--- src/rtl/sb_msg_frame_agent.sv ---
// rtl/sb_msg_frame_agent.sv - sideband message agent: TX frame serializer and RX frame deserializer/checker
module sb_msg_frame_agent #(
    parameter int         GAP_CYCLES = 2,
    parameter logic [3:0] PREAMBLE   = 4'hA
) (
    input  logic       clk,
    input  logic       rst,
    input  logic       i_valid,
    input  logic [3:0] i_sideband_message,
    input  logic [2:0] i_sideband_data_lanes_encoding,
    output logic       o_busy,
    output logic       o_falling_edge_busy,
    output logic       o_sb_data,
    output logic       o_sb_valid,
    input  logic       i_sb_data,
    input  logic       i_sb_valid,
    output logic [3:0] o_rx_msg,
    output logic [2:0] o_rx_lanes,
    output logic       o_rx_msg_valid,
    output logic       o_rx_err
);

    typedef enum logic [1:0] {
        TX_IDLE,
        TX_SEND,
        TX_GAP,
        TX_DONE
    } tx_state_t;

    localparam logic [3:0] GAP_LAST = 4'(GAP_CYCLES);

    tx_state_t   tx_state_q;
    logic        arm_q;
    logic [14:0] tx_sh_q;
    logic [3:0]  tx_cnt_q;
    logic        busy_q;
    logic        feb_q;
    logic        sb_data_q;
    logic        sb_valid_q;
    logic [15:0] tx_frame_d;

    logic [14:0] rx_sh_q;
    logic [3:0]  rx_cnt_q;
    logic [3:0]  rx_msg_q;
    logic [2:0]  rx_lanes_q;
    logic        rx_msg_valid_q;
    logic        rx_err_q;
    logic [15:0] rx_frame_d;
    logic        rx_good_d;

    // Parity covers message and lanes only; the reserved field is zero by construction.
    assign tx_frame_d = {PREAMBLE, i_sideband_message, i_sideband_data_lanes_encoding,
                         4'b0000, ^{i_sideband_message, i_sideband_data_lanes_encoding}};

    always_ff @(posedge clk) begin
        if (rst) begin
            tx_state_q <= TX_IDLE;
            arm_q      <= 1'b1;
            tx_sh_q    <= '0;
            tx_cnt_q   <= '0;
            busy_q     <= 1'b0;
            feb_q      <= 1'b0;
            sb_data_q  <= 1'b0;
            sb_valid_q <= 1'b0;
        end else begin
            feb_q <= 1'b0;
            if (!i_valid) begin
                arm_q <= 1'b1;
            end
            case (tx_state_q)
                TX_IDLE: begin
                    if (i_valid && arm_q && (i_sideband_message != 4'h0)) begin
                        arm_q      <= 1'b0;
                        tx_state_q <= TX_SEND;
                        busy_q     <= 1'b1;
                        sb_valid_q <= 1'b1;
                        sb_data_q  <= tx_frame_d[15];
                        tx_sh_q    <= tx_frame_d[14:0];
                        tx_cnt_q   <= 4'd0;
                    end
                end
                TX_SEND: begin
                    if (tx_cnt_q == 4'd15) begin
                        sb_valid_q <= 1'b0;
                        sb_data_q  <= 1'b0;
                        if (GAP_LAST != 4'd0) begin
                            tx_state_q <= TX_GAP;
                            tx_cnt_q   <= 4'd1;
                        end else begin
                            tx_state_q <= TX_DONE;
                            tx_cnt_q   <= 4'd0;
                            busy_q     <= 1'b0;
                            feb_q      <= 1'b1;
                        end
                    end else begin
                        sb_data_q <= tx_sh_q[14];
                        tx_sh_q   <= {tx_sh_q[13:0], 1'b0};
                        tx_cnt_q  <= tx_cnt_q + 4'd1;
                    end
                end
                TX_GAP: begin
                    if (tx_cnt_q == GAP_LAST) begin
                        tx_state_q <= TX_DONE;
                        tx_cnt_q   <= 4'd0;
                        busy_q     <= 1'b0;
                        feb_q      <= 1'b1;
                    end else begin
                        tx_cnt_q <= tx_cnt_q + 4'd1;
                    end
                end
                default: begin
                    tx_state_q <= TX_IDLE;
                end
            endcase
        end
    end

    assign rx_frame_d = {rx_sh_q, i_sb_data};
    assign rx_good_d  = (rx_frame_d[15:12] == PREAMBLE) && (rx_frame_d[4:1] == 4'b0000)
                        && !(^rx_frame_d[11:0]);

    always_ff @(posedge clk) begin
        if (rst) begin
            rx_sh_q        <= '0;
            rx_cnt_q       <= '0;
            rx_msg_q       <= '0;
            rx_lanes_q     <= '0;
            rx_msg_valid_q <= 1'b0;
            rx_err_q       <= 1'b0;
        end else begin
            rx_msg_valid_q <= 1'b0;
            rx_err_q       <= 1'b0;
            if (i_sb_valid) begin
                rx_sh_q <= rx_frame_d[14:0];
                if (rx_cnt_q == 4'd15) begin
                    rx_cnt_q <= 4'd0;
                    if (rx_good_d) begin
                        rx_msg_q       <= rx_frame_d[11:8];
                        rx_lanes_q     <= rx_frame_d[7:5];
                        rx_msg_valid_q <= 1'b1;
                    end else begin
                        rx_err_q <= 1'b1;
                    end
                end else begin
                    rx_cnt_q <= rx_cnt_q + 4'd1;
                end
            end else if (rx_cnt_q != 4'd0) begin
                // Valid dropped mid-frame: the partial frame is discarded.
                rx_cnt_q <= 4'd0;
                rx_err_q <= 1'b1;
            end
        end
    end

    assign o_busy              = busy_q;
    assign o_falling_edge_busy = feb_q;
    assign o_sb_data           = sb_data_q;
    assign o_sb_valid          = sb_valid_q;
    assign o_rx_msg            = rx_msg_q;
    assign o_rx_lanes          = rx_lanes_q;
    assign o_rx_msg_valid      = rx_msg_valid_q;
    assign o_rx_err            = rx_err_q;

endmodule

--- config.mk ---
export PLATFORM = sky130hd
export DESIGN_NAME = sb_msg_frame_agent
export DESIGN_NICKNAME = d
export VERILOG_FILES = /design/src/rtl/sb_msg_frame_agent.sv
export SDC_FILE = /design/constraint.sdc
export NUM_CORES = 1
export LEC_CHECK = 0
export BUFFER_PORTS_ARGS = -buffer_cell sky130_fd_sc_hd__buf_2
export CELL_PAD_IN_SITES_DETAIL_PLACEMENT = 2
export CELL_PAD_IN_SITES_GLOBAL_PLACEMENT = 2
export CORE_UTILIZATION = 28
export DETAILED_ROUTE_END_ITERATION = 10
export HOLD_SLACK_MARGIN = 0.06
export PLACE_DENSITY = 0.62
export SYNTH_ARGS = -nofsm -noshare
export SYNTH_HDL_FRONTEND = slang
export SYNTH_SLANG_ARGS = --single-unit
export TNS_END_PERCENT = 50
--- constraint.sdc ---
create_clock -name clk -period 1.8 [get_ports clk]
set_input_delay 0.09 -clock clk [delete_from_list [all_inputs] [get_ports clk]]
set_output_delay 0.09 -clock clk [all_outputs]
set_load 0.01 [all_outputs]
==> results by group, run 1 <==
Clocking
  – Clk Tree Root Cell: sky130_fd_sc_hd__clkbuf_8
  – TritonCTS clock tree: done
  – Number of clock buffers inserted by TritonCTS: 5
  – Largest buffer count on any clock path: 2
  – Clock latency of the later-clocked register in the worst-skew pair: 0.32 ns
  – H-Tree Depth: 2
  – Clock transition at path regs: 0.11 ns
  – Clock tree sinks: 54

Timing
  – Worst clock skew on the final layout: 0.0125 ns
  – RSZ-0062 raised after global routing: true
  – Crit share post-route: 96.2%
  – Pins over their slew limit: 0
  – Number of hold violations in the final report: 0
  – Setup slack after layout: 0.0680 ns
  – Max Freq: 577 MHz
  – Tightest Pin Transition: 0.488 ns
  – Headroom to the max-slew limit: 67.4%
  – Final Critical Period: 1.73 ns
  – Final setup violation count: 0

Worst setup path
  – Number of cells on the worst reg-to-reg path: 7
  – Critical path startpoint category: input port
  – Slowest Stage Delay on Critical Path: 0.56 ns
  – Required time at the worst-slack endpoint: 2.01 ns
  – Reg-to-reg setup timing slack: 0.08 ns
  – FF-to-FF Start: tx_state_q[1]
  – End of the worst register-to-register path: tx_state_q[0]
  – Crit Path Class: input port to flop
  – Maximum fanout along the worst path: 5
  – Cell-by-cell listing of the critical path: dlygate4sd3_1, buf_2, xnor2_2, xnor2_2, xor3_2, o21ai_1, a21oi_1
  – Data arrival time of the critical path: 1.94 ns
  – Most used cell, CP: sky130_fd_sc_hd__xnor2_2
  – Critical Path End Type: flop
  – Worst-path cell with the longest stage delay: sky130_fd_sc_hd__xor3_2

Global routing
  – Wire length of the first global-routing pass: 11200 µm
  – Most utilized layer in the global route result: met2
  – Met3 usage: 2.46%
  – Antenna violations before repair: 0
  – Maximum number of pins on one net before global-route repair: 55
  – GR Util met2: 23.8%
  – Vias in the first global route: 2300
  – Global-route met1 utilization: 19.7%
  – Gr ovfl total: 0
  – Overall routing resource usage: 14.7%

Placed design
  – RD Place Congestion: 0.710
  – Pre-CTS setup slack: 0.00165 ns
  – Cell area after placement: 2880 µm²
  – Cells after DPL: 409
  – Number of buffers added on ports: 24
  – Estimated wirelength of the detail-placed design: 4460 µm

Routing
  – Via density per instance: 4.96
  – Sum of routed wire length over all layers: 6530 µm
  – Via count: 2097
  – Count of TritonRoute iterations in the first routing pass: 4
  – Post-DR wirelength/cell: 15.4 µm
  – Count of antenna-violating nets left after detailed routing: 0
  – Count of routing violations after the opening detailed-route iteration: 41
  – Post-route DRC violation count: 0

Yosys
  – Net count of the mapped netlist: 293
  – Fraction of the yosys area taken by sequential cells: 42.8%
  – Most frequently used flop master after synthesis: sky130_fd_sc_hd__dfxtp_1
  – Total number of yosys warnings: 0
  – Async set-or-reset flop fraction in the synthesized netlist: 0%
  – Register bit total from synthesis: 54
  – Syn Std Cell Area: 2520 µm²
  – Average size of a mapped cell: 9.28 µm²
  – Syn Inst Count: 272
  – EDFF count, synth: 0
  – Library cells used by synthesis: 48

Floorplan
  – Count of standard-cell rows: 34
  – Core area: 8720 µm²
  – Die Width: 97.0 µm
  – Area of the die: 9400 µm²
  – Floorplan die height: 97.0 µm
  – I/O pin total: 25
  – Initial core utilization: 29.0%

Final layout
  – Post-layout nets: 335
  – Area growth from synthesis to layout: 24.5%
  – Footprint of the flip-flops and latches: 1090 µm²
  – Number of inserted filler cells in the final layout: 964
  – Final core occ: 36.0%
  – Finished Cell Area: 3140 µm²
  – Final standard cell count with taps included and fillers excluded: 423
  – Share of layout cells above drive strength 1: 26.7%
  – Diode insertion count for antenna repair: 0
  – Combined area of the multi-input logic cells: 1440 µm²

Min path
  – Hold path startpoint: i_sideband_data_lanes_encoding[2]
  – Class of the tightest hold or removal check: input port to flop
  – Hold Path Cell Cnt: 3
  – Worst Hold Path EP: tx_sh_q[7]

Job
  – Max_cap viols: 0

Status
  – Outcome: finished clean

Power and ir drop
  – VDD IR-drop max: 476 µV
  – Cell Pwr Density: 1110 nW/µm²
  – Leak: 1.24 nW
  – Power after layout: 3.48 mW
-- cell usage in the layout, fill, tap and decap left out, drive strengths merged, types with 3 or more instances in the layout --
| master | count |
|---|---|
| nand3 | 20 |
| dfxtp | 54 |
| nor2b | 3 |
| ha | 9 |
| nand4b | 3 |
| xnor2 | 15 |
| buf | 46 |
| a211oi | 7 |
| nand2 | 15 |
| o21ai | 13 |
| mux2i | 22 |
| inv | 8 |
| a21oi | 23 |
| clkbuf | 6 |
| nor4 | 4 |
| nor2 | 31 |
| nand3b | 3 |
-- logic make-up (layout without fill, tap and decap cells) --
kind of cell,count (synthesis),after routing,synth area share [%]
AND/OR/NAND/NOR,93,93,19.1
flip-flops,54,54,42.8
adder cells (fa/ha/maj),9,9,4.46
buffers and inverters,21,63,3.57
AO/OA/AOI/OAI,54,54,13.1
XOR/XNOR,19,20,8.23
multiplexers,22,22,8.72
-- sequential cells by signal, summed over array words and instances, names as in the netlist --
name and flops:
arm_q 1, o_rx_msg 4, rx_cnt_q 4, o_falling_edge_busy 1
tx_state_q 2, o_sb_data 1, o_sb_valid 1, tx_sh_q 15
o_rx_lanes 3, o_busy 1, o_rx_err 1, o_rx_msg_valid 1
rx_sh_q 15, tx_cnt_q 4
-- area by class of cell --
| class | count | area share [%] |
|---|---|---|
| Tap cell | 108 | 4.30 |
| Clock inverter | 2 | 1.23 |
| Sequential cell | 54 | 34.8 |
| Inverter | 7 | 0.836 |
| Clock buffer | 6 | 2.63 |
| Multi-Input combinational cell | 198 | 45.7 |
| Timing Repair Buffer | 48 | 10.5 |
-- worst max-delay path: cells and delay by family --
family,cells,cell delay (ns)
AOI/OAI and AO/OA,2,0.24
xor gates and xnor gates,3,0.94
buffers and inverters,2,0.67
-- power breakdown --
group / switching, mW / internal, mW
registers: 0.0824 / 1.34
clock network: 0.445 / 0.459
logic: 0.638 / 0.521
total: 1.16 / 2.32
-- through the flow --
stage / hold WS (ns) / TNS, ns
finish: 0.125 / 0
global route: 0.129 / -0.0612
CTS: 0.125 / 0
detailed placement: 0.307 / 0
global placement: 0.298 / 0
floorplan: 0.177 / 0
-- what timing repair did --
action                                 CTS  global route
buffers inserted                         1             2
resized for setup                        4            24
pin swaps                                3             7
hold buffers                             2             0
setup endpoints to repair                9            21
endpoints found under the hold margin    2             0
cloned                                   1             0
-- worst max-delay path by stage --
stage	startpoint	endpoint	slack [ns]	depth (start not counted)
5_1_grt	tx_state_q[1]	tx_state_q[0]	-0.02	7
2_1_floorplan	tx_state_q[0]	tx_sh_q[13]	0.08	7
6_report	i_sb_data	o_rx_lanes[0]	0.07	7
4_1_cts	tx_state_q[1]	tx_cnt_q[3]	0.003	7
3_5_place_dp	rx_sh_q[2]	o_rx_msg_valid	0.002	4
3_3_place_gp	rx_sh_q[1]	o_rx_err	0.04	5
-- Yosys cell counts (2+ instances only) --
| cell | count | share of area [%] |
|---|---|---|
| sky130_fd_sc_hd__dfxtp_1 | 54 | 43 |
| sky130_fd_sc_hd__nor2_1 | 30 | 4.5 |
| sky130_fd_sc_hd__a21oi_1 | 23 | 4.6 |
| sky130_fd_sc_hd__mux2i_1 | 22 | 8.7 |
| sky130_fd_sc_hd__nand3_1 | 20 | 4.0 |
| sky130_fd_sc_hd__nand2_1 | 15 | 2.2 |
| sky130_fd_sc_hd__xnor2_1 | 14 | 4.9 |
| sky130_fd_sc_hd__o21ai_0 | 12 | 2.4 |
| sky130_fd_sc_hd__ha_1 | 9 | 4.5 |
| sky130_fd_sc_hd__a211oi_1 | 7 | 2.1 |
| sky130_fd_sc_hd__clkbuf_1 | 7 | 1.0 |
| sky130_fd_sc_hd__inv_1 | 7 | 1.0 |
| sky130_fd_sc_hd__buf_1 | 3 | 0.45 |
| sky130_fd_sc_hd__nand3b_1 | 3 | 0.89 |
| sky130_fd_sc_hd__nand4b_1 | 3 | 1.0 |
| sky130_fd_sc_hd__nor2b_1 | 3 | 0.74 |
| sky130_fd_sc_hd__nor4_1 | 3 | 0.74 |
| sky130_fd_sc_hd__a311oi_1 | 2 | 0.69 |
| sky130_fd_sc_hd__buf_2 | 2 | 0.40 |
| sky130_fd_sc_hd__nor3_1 | 2 | 0.40 |
| sky130_fd_sc_hd__nor3b_1 | 2 | 0.59 |
| sky130_fd_sc_hd__o21bai_1 | 2 | 0.59 |
| sky130_fd_sc_hd__xor2_1 | 2 | 0.69 |
-- routing by layer --
layer  up-vias  wire [µm]
li1       1039          -
met4         0         94
met3         8        145
met1      1030       3190
met2        20       3110
met5         -          0
No activity file was read; power rests on OpenSTA's default activity.
==> run 2: changes to the inputs <==
--- a/config.mk
+++ b/config.mk
@@ -5,13 +5,13 @@
 export SDC_FILE = /design/constraint.sdc
 export NUM_CORES = 1
 export LEC_CHECK = 0
-export BUFFER_PORTS_ARGS = -buffer_cell sky130_fd_sc_hd__buf_2
 export CELL_PAD_IN_SITES_DETAIL_PLACEMENT = 2
 export CELL_PAD_IN_SITES_GLOBAL_PLACEMENT = 2
 export CORE_UTILIZATION = 28
 export DETAILED_ROUTE_END_ITERATION = 10
+export DONT_BUFFER_PORTS = 1
 export HOLD_SLACK_MARGIN = 0.06
-export PLACE_DENSITY = 0.62
+export PLACE_DENSITY = 0.58
 export SYNTH_ARGS = -nofsm -noshare
 export SYNTH_HDL_FRONTEND = slang
 export SYNTH_SLANG_ARGS = --single-unit
==> constraint.sdc (replaced) <==
create_clock -name clk -period 1.8 [get_ports clk]
set_input_delay 0.27 -clock clk [delete_from_list [all_inputs] [get_ports clk]]
set_output_delay 0.27 -clock clk [all_outputs]
set_load 0.01 [all_outputs]
==> run 2 against run 1 <==
Sequential power hardly changed. Clock power down 8.2%. Global-route usage shrank 0.77 points. Register-to-register slack is essentially flat. Via count fell by 5.0%. Worst setup slack got worse by 0.0010 ns. Count of clock-buffer cells in the layout decreased by 1. Design area fell by 3.7%. Critical path type is now flop to flop. Critical endpoint is now tx_state_q[1]. Largest power group unchanged.
==> results by group, run 2 (synthesis gave the netlist of run 1 again) <==
Timing
  – Headroom to the max-slew limit: 56.6% (-11 points)
  – Post-Route Hold Slack: 0.112 ns (-0.0129 ns)
  – Max Freq: 577 MHz (about the same)
  – Final setup violation count: 0 (unchanged)
  – Final Critical Period: 1.73 ns (+0.00104 ns)
  – Crit share post-route: 96.3% (about the same)
  – RSZ-0062 raised after global routing: true
  – Pins over their slew limit: 0 (unchanged)
  – Number of hold violations in the final report: 0 (unchanged)
  – Worst clock skew on the final layout: 0.00843 ns (-0.00412 ns)
  – Tightest Pin Transition: 0.643 ns (+0.154 ns)

Global routing
  – Maximum number of pins on one net before global-route repair: 54 (-1.8%)
  – Gr ovfl total: 0 (unchanged)
  – Antenna violations before repair: 0 (unchanged)
  – Vias in the first global route: 2166 (-5.8%)
  – Overall routing resource usage: 13.9% (-0.77 points)
  – Wire length of the first global-routing pass: 10700 µm (-4.4%)

Clocking
  – Number of clock buffers inserted by TritonCTS: 5 (unchanged)
  – TritonCTS clock tree: done
  – Clock transition at path regs: 0.10 ns (about the same)
  – H-Tree Depth: 2 (unchanged)
  – Largest buffer count on any clock path: 2 (unchanged)
  – Clock latency of the later-clocked register in the worst-skew pair: 0.31 ns (about the same)
  – Clk Tree Root Cell: sky130_fd_sc_hd__clkbuf_8
  – Clock tree sinks: 54 (unchanged)

Worst setup path
  – Required time at the worst-slack endpoint: 2.04 ns (+0.03 ns)
  – Number of cells on the worst reg-to-reg path: 7 (unchanged)
  – Crit Path Class: flop to flop
  – Maximum fanout along the worst path: 4 (-1)
  – FF-to-FF Start: tx_state_q[1]
  – Reg-to-reg setup timing slack: 0.07 ns (about the same)
  – Critical path startpoint category: flop
  – End of the worst register-to-register path: tx_state_q[1]
  – Data arrival time of the critical path: 1.97 ns (+0.03 ns)
  – Critical Path End Type: flop

Min path
  – Hold path startpoint: i_sb_valid
  – Worst Hold Path EP: rx_cnt_q[2]
  – Class of the tightest hold or removal check: input port to flop
  – Hold Path Cell Cnt: 1 (-2)

Floorplan
  – Floorplan die height: 97.0 µm (unchanged)
  – Count of standard-cell rows: 34 (unchanged)
  – Area of the die: 9400 µm² (unchanged)
  – Initial core utilization: 29.0% (unchanged)
  – Core area: 8720 µm² (unchanged)
  – Die Width: 97.0 µm (unchanged)
  – I/O pin total: 25 (unchanged)

Power and ir drop
  – Power after layout: 3.35 mW (-4.0%)
  – Cell Pwr Density: 1110 nW/µm² (-0.30%)
  – Leak: 1.13 nW (-8.8%)
  – VDD IR-drop max: 498 µV (+4.7%)

Placed design
  – RD Place Congestion: 0.703 (-1.0%)
  – Estimated wirelength of the detail-placed design: 4140 µm (-7.1%)
  – Number of buffers added on ports: 0 (-100%)

Final layout
  – Post-layout nets: 310 (-7.5%)
  – Most common cell after layout, fill and taps aside: sky130_fd_sc_hd__dfxtp_1
  – Commonest cells after routing, fill and taps aside: sky130_fd_sc_hd__dfxtp_1, sky130_fd_sc_hd__nor2_1, sky130_fd_sc_hd__a21oi_1
  – Area growth from synthesis to layout: 19.9%
  – Diode insertion count for antenna repair: 0 (unchanged)
  – Top Registers: rx_sh_q (15), tx_sh_q (15)
  – Final core occ: 34.7% (-1.3 points)
  – Share of layout cells above drive strength 1: 20.0% (-6.7 points)
  – Number of inserted filler cells in the final layout: 965 (+0.10%)

Job
  – Max_cap viols: 0 (unchanged)

Routing
  – Count of antenna-violating nets left after detailed routing: 0 (unchanged)
  – Count of TritonRoute iterations in the first routing pass: 4 (unchanged)
  – Via count: 1992 (-5.0%)
  – Post-route DRC violation count: 0 (unchanged)
  – Sum of routed wire length over all layers: 6310 µm (-3.4%)
  – Post-DR wirelength/cell: 15.9 µm (+2.6%)
  – Via density per instance: 5.01 (+0.96%)
  – Count of routing violations after the opening detailed-route iteration: 39 (-4.9%)

Status
  – Outcome: finished clean
[run 2: cell types whose count changed in the layout (fill, tap and decap cells not counted), sizes merged]
| cell | delta |
|---|---|
| inv | -1 |
| dlygate4sd3 | +1 |
| buf | -26 |
| clkbuf | -1 |
| clkinv | +2 |
[run 2: per-stage QoR]
stage	TNS, ns	instance area (µm²)	worst slack (ns)	std cells
detailed placement	0	2740	0.0361	383
global route	-0.00759	3030	-0.00415	398
finish	0	3030	0.0670	398
floorplan	0	2520	0.0796	272
CTS	0	2900	0.00490	395
global placement	0	2740	0.0802	383
[run 2: layout make-up]
cell class	count	area, µm²	area share, %
clock inverters	3	40.0	1.32
well taps	108	135	4.46
multi-input cells	198	1450	48.0
inverters	7	26.3	0.868
repair buffers	23	213	7.03
flip-flops and latches	54	1090	36.1
clock buffers	5	68.8	2.27
[run 2: how the worst max path moves through the flow]
stage,start,to,slack (ns)
CTS,rx_sh_q[1],o_rx_lanes[2],0.005
global route,tx_state_q[1],tx_state_q[0],-0.004
finish,tx_state_q[1],tx_state_q[1],0.07
global placement,rx_sh_q[1],o_rx_msg[0],0.08
floorplan,tx_state_q[0],tx_sh_q[13],0.08
detailed placement,rx_sh_q[1],o_rx_msg[0],0.04
[run 2: where the power goes]
group	switching, mW	total (mW)	internal [mW]	leakage, nW
registers	0.102	1.44	1.34	0.444
clock network	0.418	0.829	0.411	0.0579
logic	0.583	1.07	0.490	0.631
[run 2: layer usage]
layer / track usage (%) / part of all wire, % / vias to the layer above
met5: 0 / 0 / -
met2: 23.3 / 47 / 21
met1: 17.9 / 49 / 970
li1: - / - / 996
met4: 4.13 / 1.0 / 0
met3: 3.11 / 3.1 / 5
[run 2: repair_timing]
action | in CTS | in global routing
setup buffers | 0 | 2
setup endpoints to repair | 0 | 16
gates resized for setup | 0 | 27
hold buffers | 4 | 0
endpoints found under the hold margin | 54 | 0
[run 2: worst max-delay path, cell delays in order (launching register included)]
cell	delay (ns)
sky130_fd_sc_hd__dfxtp_1	0.34
sky130_fd_sc_hd__inv_1	0.06
sky130_fd_sc_hd__ha_1	0.22
sky130_fd_sc_hd__or4b_4	0.50
sky130_fd_sc_hd__o211ai_1	0.15
sky130_fd_sc_hd__buf_4	0.16
sky130_fd_sc_hd__nand3_1	0.08
sky130_fd_sc_hd__a21oi_1	0.15
